`src/rtl/ir_pair_sequencer_pkg.sv`:
```
// Shared types and constants for the IR mark/space pair sequencer.
package ir_seq_pkg;

    typedef enum logic [3:0] {
        IDLE,
        CARRIER,
        F0,
        F1,
        F2,
        F3,
        MARK_START,
        MARK_GUARD,
        MARK_WAIT,
        SPACE_START,
        SPACE_GUARD,
        SPACE_WAIT,
        NEXT,
        FINISH
    } state_t;

    localparam int PAIR_BYTES    = 4;
    localparam int START_LATENCY = 6;

endpackage

```
`src/rtl/ir_pair_sequencer.sv`:
```
// Plays one IR burst: loads the PWM carrier, then fetches 4-byte mark/space pairs
// from the code ROM and gates the carrier while the delay timer runs each duration.
module ir_pair_sequencer
    import ir_seq_pkg::*;
#(
    parameter int ADDR_WIDTH  = 13,
    parameter int PWM_WIDTH   = 8,
    parameter int DELAY_WIDTH = 16
) (
    input  logic                   clock_in,
    input  logic                   reset_n_in,
    input  logic                   start_in,
    input  logic                   abort_in,
    input  logic [ADDR_WIDTH-1:0]  base_addr_in,
    input  logic [7:0]             pair_count_in,
    input  logic [PWM_WIDTH-1:0]   carrier_in,
    output logic                   busy_out,
    output logic                   done_out,
    output logic [ADDR_WIDTH-1:0]  mem_address_out,
    input  logic [7:0]             mem_data_in,
    output logic                   pwm_enable_out,
    output logic                   pwm_forced_out,
    output logic                   pwm_wr_strobe_out,
    output logic [PWM_WIDTH-1:0]   pwm_value_out,
    output logic                   delay_enable_out,
    output logic                   delay_start_strobe_out,
    output logic [DELAY_WIDTH-1:0] delay_value_out,
    input  logic                   delay_busy_in
);

    state_t                 state_q, state_d;
    logic [ADDR_WIDTH-1:0]  ptr_q, ptr_d;
    logic [7:0]             remain_q, remain_d;
    logic [PWM_WIDTH-1:0]   carrier_q, carrier_d;
    logic [31:0]            pair_q, pair_d;
    logic                   busy_q, busy_d;
    logic                   done_q, done_d;
    logic                   pwm_en_q, pwm_en_d;
    logic                   pwm_wr_q, pwm_wr_d;
    logic [PWM_WIDTH-1:0]   pwm_val_q, pwm_val_d;
    logic                   dly_strobe_q, dly_strobe_d;
    logic [DELAY_WIDTH-1:0] dly_val_q, dly_val_d;

    logic [31:0] pair_shift;
    logic [15:0] mark;
    logic [15:0] space;

    // Bytes arrive big-endian: mark_hi, mark_lo, space_hi, space_lo.
    assign pair_shift = {pair_q[23:0], mem_data_in};
    assign mark       = pair_q[31:16];
    assign space      = pair_q[15:0];

    always_comb begin
        state_d      = state_q;
        ptr_d        = ptr_q;
        remain_d     = remain_q;
        carrier_d    = carrier_q;
        pair_d       = pair_q;
        busy_d       = busy_q;
        done_d       = 1'b0;
        pwm_en_d     = 1'b0;
        pwm_wr_d     = 1'b0;
        pwm_val_d    = pwm_val_q;
        dly_strobe_d = 1'b0;
        dly_val_d    = dly_val_q;

        if (state_q != IDLE && abort_in) begin
            state_d = IDLE;
            busy_d  = 1'b0;
        end else begin
            case (state_q)
                IDLE: begin
                    busy_d = 1'b0;
                    if (start_in && !abort_in) begin
                        ptr_d     = base_addr_in;
                        remain_d  = pair_count_in;
                        carrier_d = carrier_in;
                        busy_d    = 1'b1;
                        state_d   = (pair_count_in == 8'd0) ? FINISH : CARRIER;
                    end
                end
                CARRIER: begin
                    pwm_wr_d  = 1'b1;
                    pwm_val_d = carrier_q;
                    state_d   = F0;
                end
                F0, F1, F2, F3: begin
                    pair_d = pair_shift;
                    ptr_d  = ptr_q + 1'b1;
                    case (state_q)
                        F0:      state_d = F1;
                        F1:      state_d = F2;
                        F2:      state_d = F3;
                        default: state_d = MARK_START;
                    endcase
                end
                MARK_START: begin
                    if (mark == 16'd0) begin
                        state_d = SPACE_START;
                    end else begin
                        pwm_en_d     = 1'b1;
                        dly_strobe_d = 1'b1;
                        dly_val_d    = DELAY_WIDTH'(mark);
                        state_d      = MARK_GUARD;
                    end
                end
                // The timer only reports busy one cycle after its start strobe.
                MARK_GUARD: begin
                    pwm_en_d = 1'b1;
                    state_d  = MARK_WAIT;
                end
                MARK_WAIT: begin
                    if (delay_busy_in) begin
                        pwm_en_d = 1'b1;
                    end else begin
                        state_d = SPACE_START;
                    end
                end
                SPACE_START: begin
                    if (space == 16'd0) begin
                        state_d = NEXT;
                    end else begin
                        dly_strobe_d = 1'b1;
                        dly_val_d    = DELAY_WIDTH'(space);
                        state_d      = SPACE_GUARD;
                    end
                end
                SPACE_GUARD: state_d = SPACE_WAIT;
                SPACE_WAIT: begin
                    if (!delay_busy_in) begin
                        state_d = NEXT;
                    end
                end
                NEXT: begin
                    remain_d = remain_q - 8'd1;
                    state_d  = (remain_q == 8'd1) ? FINISH : F0;
                end
                FINISH: begin
                    done_d  = 1'b1;
                    busy_d  = 1'b0;
                    state_d = IDLE;
                end
                default: state_d = IDLE;
            endcase
        end
    end

    always_ff @(posedge clock_in or negedge reset_n_in) begin
        if (!reset_n_in) begin
            state_q      <= IDLE;
            ptr_q        <= '0;
            remain_q     <= '0;
            carrier_q    <= '0;
            pair_q       <= '0;
            busy_q       <= 1'b0;
            done_q       <= 1'b0;
            pwm_en_q     <= 1'b0;
            pwm_wr_q     <= 1'b0;
            pwm_val_q    <= '0;
            dly_strobe_q <= 1'b0;
            dly_val_q    <= '0;
        end else begin
            state_q      <= state_d;
            ptr_q        <= ptr_d;
            remain_q     <= remain_d;
            carrier_q    <= carrier_d;
            pair_q       <= pair_d;
            busy_q       <= busy_d;
            done_q       <= done_d;
            pwm_en_q     <= pwm_en_d;
            pwm_wr_q     <= pwm_wr_d;
            pwm_val_q    <= pwm_val_d;
            dly_strobe_q <= dly_strobe_d;
            dly_val_q    <= dly_val_d;
        end
    end

    assign busy_out               = busy_q;
    assign done_out               = done_q;
    assign mem_address_out        = ptr_q;
    assign pwm_enable_out         = pwm_en_q;
    assign pwm_forced_out         = 1'b0;
    assign pwm_wr_strobe_out      = pwm_wr_q;
    assign pwm_value_out          = pwm_val_q;
    assign delay_enable_out       = busy_q;
    assign delay_start_strobe_out = dly_strobe_q;
    assign delay_value_out        = dly_val_q;

endmodule

```
`config.mk`:
```
export PLATFORM = sky130hd
export DESIGN_NAME = ir_pair_sequencer
export DESIGN_NICKNAME = d
export VERILOG_FILES = /design/src/rtl/ir_pair_sequencer_pkg.sv /design/src/rtl/ir_pair_sequencer.sv
export SDC_FILE = /design/constraint.sdc
export NUM_CORES = 1
export LEC_CHECK = 0
export ABC_AREA = 1
export CAP_MARGIN = 20
export CELL_PAD_IN_SITES_DETAIL_PLACEMENT = 1
export CELL_PAD_IN_SITES_GLOBAL_PLACEMENT = 2
export CORE_MARGIN = 3
export CORE_UTILIZATION = 27
export DETAILED_ROUTE_END_ITERATION = 16
export GPL_ROUTABILITY_DRIVEN = 0
export PLACE_DENSITY = 0.82
export SYNTH_ARGS = -nofsm -noshare
export SYNTH_HDL_FRONTEND = slang
export SYNTH_SLANG_ARGS = --single-unit
```
`constraint.sdc`:
```
create_clock -name clock_in -period 1.46 [get_ports clock_in]
set_input_delay 0.292 -clock clock_in [delete_from_list [all_inputs] [get_ports clock_in]]
set_output_delay 0.292 -clock clock_in [all_outputs]
set_load 0.01 [all_outputs]
```
Word level (Yosys, flattened, before mapping)
Index checks and enable logic that the tools add are counted.
Widths: inputs -> output; s select.
{"block": "classes", "n_addsub": 2, "n_eq_ne": 20, "mux": 31, "n_bitwise": 1, "reduce_logical": 20}
{"cell": "$pmux 4 s10", "n": 1}
{"cell": "$logic_not 16->1", "n": 2}
{"cell": "$mux 16", "n": 2}
{"cell": "$pmux 16 s2", "n": 1}
{"cell": "$mux 4", "n": 7}
{"cell": "$pmux 13 s2", "n": 1}
{"cell": "$eq 4x4->1 const B", "n": 6}
{"cell": "$eq 4x3->1 const B", "n": 4}
{"cell": "$pmux 8 s2", "n": 1}
{"cell": "$add 13x1->13 const B", "n": 1}
{"cell": "$mux 13", "n": 1}
{"cell": "$reduce_and 3->1", "n": 4}
{"cell": "$mux 1", "n": 11}
{"cell": "$ne 3x3->1 const B", "n": 3}
{"cell": "$pmux 3 s3", "n": 1}
{"cell": "$eq 4x2->1 const B", "n": 2}
{"cell": "$eq 8x1->1 const B", "n": 1}
{"cell": "$logic_not 8->1", "n": 1}
{"cell": "$mux 8", "n": 1}
{"cell": "$sub 8x1->8 const B", "n": 1}
{"cell": "$ne 2x2->1 const B", "n": 3}
{"cell": "$reduce_bool 2->1", "n": 3}
{"cell": "$eq 4x1->1 const B", "n": 1}
{"cell": "$logic_not 4->1", "n": 1}
{"cell": "11 further kinds", "n": 14}
{"block": "totals", "regBits": 94, "in_bits": 42, "output_inout_bits": 44, "elab_cells": 86}

Logic depth before layout (Yosys ltp)
{"block": "logic_depth", "ltp_word": 5, "ltp_mapped": 10, "depth_no_buf": 9}

Worst setup path after synthesis
OpenSTA, ideal clock, no wires.
{"block": "synth_timing", "path_type": "register -> register", "from": "register state_q[1]", "to": "register pair_q[24]", "setup_time_ps": 125, "arrival_time_ps": 1293, "t_required_ps": 1335, "slack_ps": 42, "stages_incl_launch_ff": 7, "path_buffers": 1, "synth_period_minus_slack_ps": 1418, "path_cell_list": "dfrtp_1 > nor2_4 > nand2_2 > nand2_4 > nand2_4 > buf_6 > mux2_4"}
{"block": "synth_between", "elab_chain_cells": 4, "elab_cells_between_ends": 9, "classes_between": "eq/ne: 4; bitwise: 1; reduce/logical: 4"}
{"item": "start: declaration", "line": "ir_pair_sequencer.sv:31", "rtl": "state_t state_q, state_d;"}
{"item": "start signal: assignment", "line": "ir_pair_sequencer.sv:163", "rtl": "state_q <= state_d;"}
{"item": "parallel branches: the longest is 3 deep, another holds $eq 4x3->1"}
{"item": "$reduce_and 2->1 (no source line) (*)"}
{"item": "end signal: assignment", "line": "ir_pair_sequencer.sv:167", "rtl": "pair_q <= pair_d;"}
{"item": "end: declaration", "line": "ir_pair_sequencer.sv:35", "rtl": "logic [31:0] pair_q, pair_d;"}
Mark *: on every way between the ends.
A chain may end at the register's enable or synchronous reset.

Worst setup path after layout
{"block": "layout_timing", "from": "register state_q[0]", "to": "register remain_q[0]"}
{"block": "layout_between", "elab_chain_cells": 4, "elab_cells_between_ends": 9, "classes_between": "eq/ne: 2; mux: 1; bitwise: 1; reduce/logical: 5"}
{"item": "parallel branches: the longest is 4 deep, another holds $eq 4x4->1"}
{"item": "end signal: assignment", "line": "ir_pair_sequencer.sv:165", "rtl": "remain_q <= remain_d;"}
{"item": "end: declaration", "line": "ir_pair_sequencer.sv:33", "rtl": "logic [7:0] remain_q, remain_d;"}
Parallel ways; which one is timed is not known.

==> results by group <==
Power and ir drop
  • Leakage: 3.81 nW
  • Power per cell area: 2230 nW/um2
  • Worst IR Drop VDD: 0.000796 V

Floorplanning
  • I/O pin cnt: 86
  • Die height: 139 um
  • Chip Width: 139 um
  • Initial Utilization: 27.6%
  • Row count: 48
  • Die area: 19400 um2
  • Core area: 17400 um2

Setup path
  • CP top delay family: buffers and inverters
  • Slowest-stage cell, CP: dfrtp_1
  • Critical path cell sequence: buf_6, nor2_4, buf_6, nand3_2, o21ai_4, buf_12, buf_6, nand2_2, o21ai_2
  • CP arrival: 1.85 ns
  • WS Path Type: flop to flop
  • Worst EP required: 1.75 ns
  • Most frequent CP cell: buf_6
  • Buffers & Inverters on Critical Path: 4
  • Worst Setup End Kind: flop
  • Startpoint types: flop
  • Max incr delay on CP: 0.41 ns
  • Crit Path Max Fanout: 7

Clocking
  • Root buffer cell: clkbuf_16
  • Total CTS buffers: 9
  • CTS tree: built
  • CTS clock-pin slew for the worst setup and hold paths: 0.07 ns
  • Clock Latency Late Sink: 0.36 ns
  • Max clock buf depth: 2
  • CTS H-tree depth: 3
  • Clock tree sinks: 94

STA
  • Layout Skew: 0.0103 ns
  • Fmax: 641 MHz
  • Min Tclk post-route: 1.56 ns
  • Final period util: 107%
  • RSZ-0062 raised after global routing: yes
  • Count of final hold-check violations: 0
  • Final WS setup: -0.0989 ns
  • Fin Hold WS: 0.458 ns
  • Pins over their slew limit: 0
  • Final setup viols: 72

Detailed routing
  • 1st-pass router iterations: 4
  • Routed len/inst: 16.9 um
  • Vias: 4920
  • Routed Antenna Nets: 0
  • Post-Route WL: 17.4 mm
  • Detail-routed via count per cell: 4.78
  • Initial drt markers: 199
  • Drt drc: 0

Global route
  • Grt met2 use: 31.8%
  • Vias in the first global route: 5462
  • Initial antenna violation count: 0
  • Largest net degree at the start of global routing: 63
  • M1 GR Usage: 19.9%
  • GRT Overall Usage: 17.4%
  • Overflow after GRT: 0
  • First-pass GRT wire length: 27.4 mm
  • Most used routing layer: met2
  • Grt met3 use: 3.45%

Yosys
  • Number of synthesized register bits: 94
  • Number of synthesized flops with an enable pin: 0
  • Synthesized area: 4790 um2
  • Post-synthesis cell type count: 35
  • Sequential area share after synthesis: 49.1%
  • Largest cells by area after synthesis: dfrtp_1 49%, nand2_1 13%, nor2_1 6.6%
  • Yosys warnings: 0
  • Primary FF master, synth: dfrtp_1
  • Net count after synthesis: 652
  • Syn Area/Cell: 7.89 um2
  • Async SR Flop Fraction: 100%
  • Mapped Cells: 607
  • Share of the synthesized area in the top cell type: 49.1%
  • Area leader, netlist: dfrtp_1

Finish
  • Ratio of cells with drive above 1 in the final layout: 34.0%
  • # diodes: 0
  • Net count, final: 845
  • Syn-to-layout area delta: 62.4%
  • Layout Cells excl Fill: 1030

Outcome
  • Failing checks: setup timing
  • Status: finished, violations left

Place
  • Placement Setup Slack: -0.394 ns
  • Port Buffers: 84
  • Dpl hpwl: 10.9 mm
  • Post-Place Cells: 966

Job
  • Max cap viols: 0

Min path
  • Worst Hold Class: primary input to async pin
[flip-flops by register name, indices dropped and copies added (netlist names)]
name / cells
done_out: 1
pair_q: 32
remain_q: 8
delay_value_out: 16
state_q: 4
carrier_q: 8
pwm_wr_strobe_out: 1
pwm_value_out: 8
mem_address_out: 13
busy_out: 1
delay_start_strobe_out: 1
pwm_enable_out: 1
[area by class of cell]
| type | instances | area [um2] |
|---|---|---|
| sequential | 94 | 2360 |
| multi-input combinational | 436 | 2570 |
| clock inverter | 6 | 45.0 |
| clock buffer | 10 | 239 |
| inverter | 56 | 226 |
| fill | 2029 | 9580 |
| timing repair buffer | 202 | 2060 |
| timing repair inverter | 1 | 5.00 |
| tap | 225 | 282 |
[metal layers]
| layer | part of all wire [%] | routed length [um] |
|---|---|---|
| met5 | 0 | 0 |
| met4 | 2.6 | 456 |
| met3 | 3.3 | 573 |
| met2 | 54 | 9450 |
| met1 | 40 | 6960 |
[stage by stage]
step | power, mW | cell area (um2) | setup TNS (ns) | utilization (%)
after floorplan | 8.68 | 4790 | 0 | -
after global placement | 11.6 | 6370 | -14.54 | 36.7
after detailed placement | 12.0 | 6370 | -19.83 | 36.7
final | 17.4 | 7780 | -3.67 | 44.8
after global routing | 18.6 | 7780 | -8.56 | 44.8
after CTS | 16.1 | 7420 | -1.47 | 42.7
[tightest hold or removal path, cell delays in order]
cell,delay [ns]
dlygate4sd3_1,0.52
buf_4,0.12
buf_12,0.28
[placed cells by master (no fill, tap or decap), drive strengths merged, types with 22 or more instances in the layout]
master / n
o21ai: 69
dlygate4sd2: 40
dfrtp: 94
inv: 56
nand3: 41
clkdlybuf4s50: 40
buf: 115
nand2: 179
nor2: 88
a21oi: 22
[cell families after synthesis]
| group | after synthesis | share of synthesized area [%] |
|---|---|---|
| and+or+nand+nor | 318 | 28.0 |
| AOI/OAI and AO/OA | 100 | 10.9 |
| adders and majority gates | 3 | 0.784 |
| muxes | 8 | 2.35 |
| other | 1 | 0.0783 |
| buffers and inverters | 79 | 8.02 |
| xor gates and xnor gates | 4 | 0.732 |
| DFF | 94 | 49.1 |
[synth_stat cells, drive strengths merged (2+ instances only)]
| cell | instances |
|---|---|
| nor3 | 5 |
| dfrtp | 94 |
| buf | 22 |
| ha | 3 |
| o21ai | 69 |
| o211ai | 3 |
| inv | 56 |
| nand2 | 177 |
| xor2 | 2 |
| nand4 | 2 |
| or2 | 3 |
| xnor2 | 2 |
| mux2 | 8 |
| nand3 | 41 |
| a21oi | 22 |
| a31oi | 4 |
| nor2 | 88 |
[report_power, final]
part / internal [mW] / leakage [nW] / switching [mW] / total, mW
registers: 3.79 / 1.15 / 0.794 / 4.58
logic: 5.03 / 2.52 / 5.43 / 10.5
clock network: 1.21 / 0.143 / 1.12 / 2.34
[worst paths after layout]
check	from	end	slack, ns	cells past startpoint
max	state_q[0]$_DFFE_PN0P_	remain_q[0]$_DFFE_PN0P_	-0.1	9
min	reset_n_in	remain_q[5]$_DFFE_PN0P_	0.46	3
max reg2reg	state_q[0]$_DFFE_PN0P_	remain_q[0]$_DFFE_PN0P_	-0.1	9
min reg2reg	delay_value_out[12]$_DFFE_PN0P_	delay_value_out[12]$_DFFE_PN0P_	0.47	2
max in group asynchronous	reset_n_in	mem_address_out[5]$_DFFE_PN0P_	0.59	3
min in group clock_in	delay_value_out[12]$_DFFE_PN0P_	delay_value_out[12]$_DFFE_PN0P_	0.47	2
[timing repair]
action | 4_1_cts | 5_1_grt
pin swaps | 39 | 14
endpoints found under the hold margin | 62 | 0
gates resized for setup | 161 | 84
endpoints found under the setup margin | 122 | 87
buffers inserted | 30 | 8
cloned | 8 | 4
hold buffers | 1 | 0
Note: power is estimated with default switching activity, not from simulation.
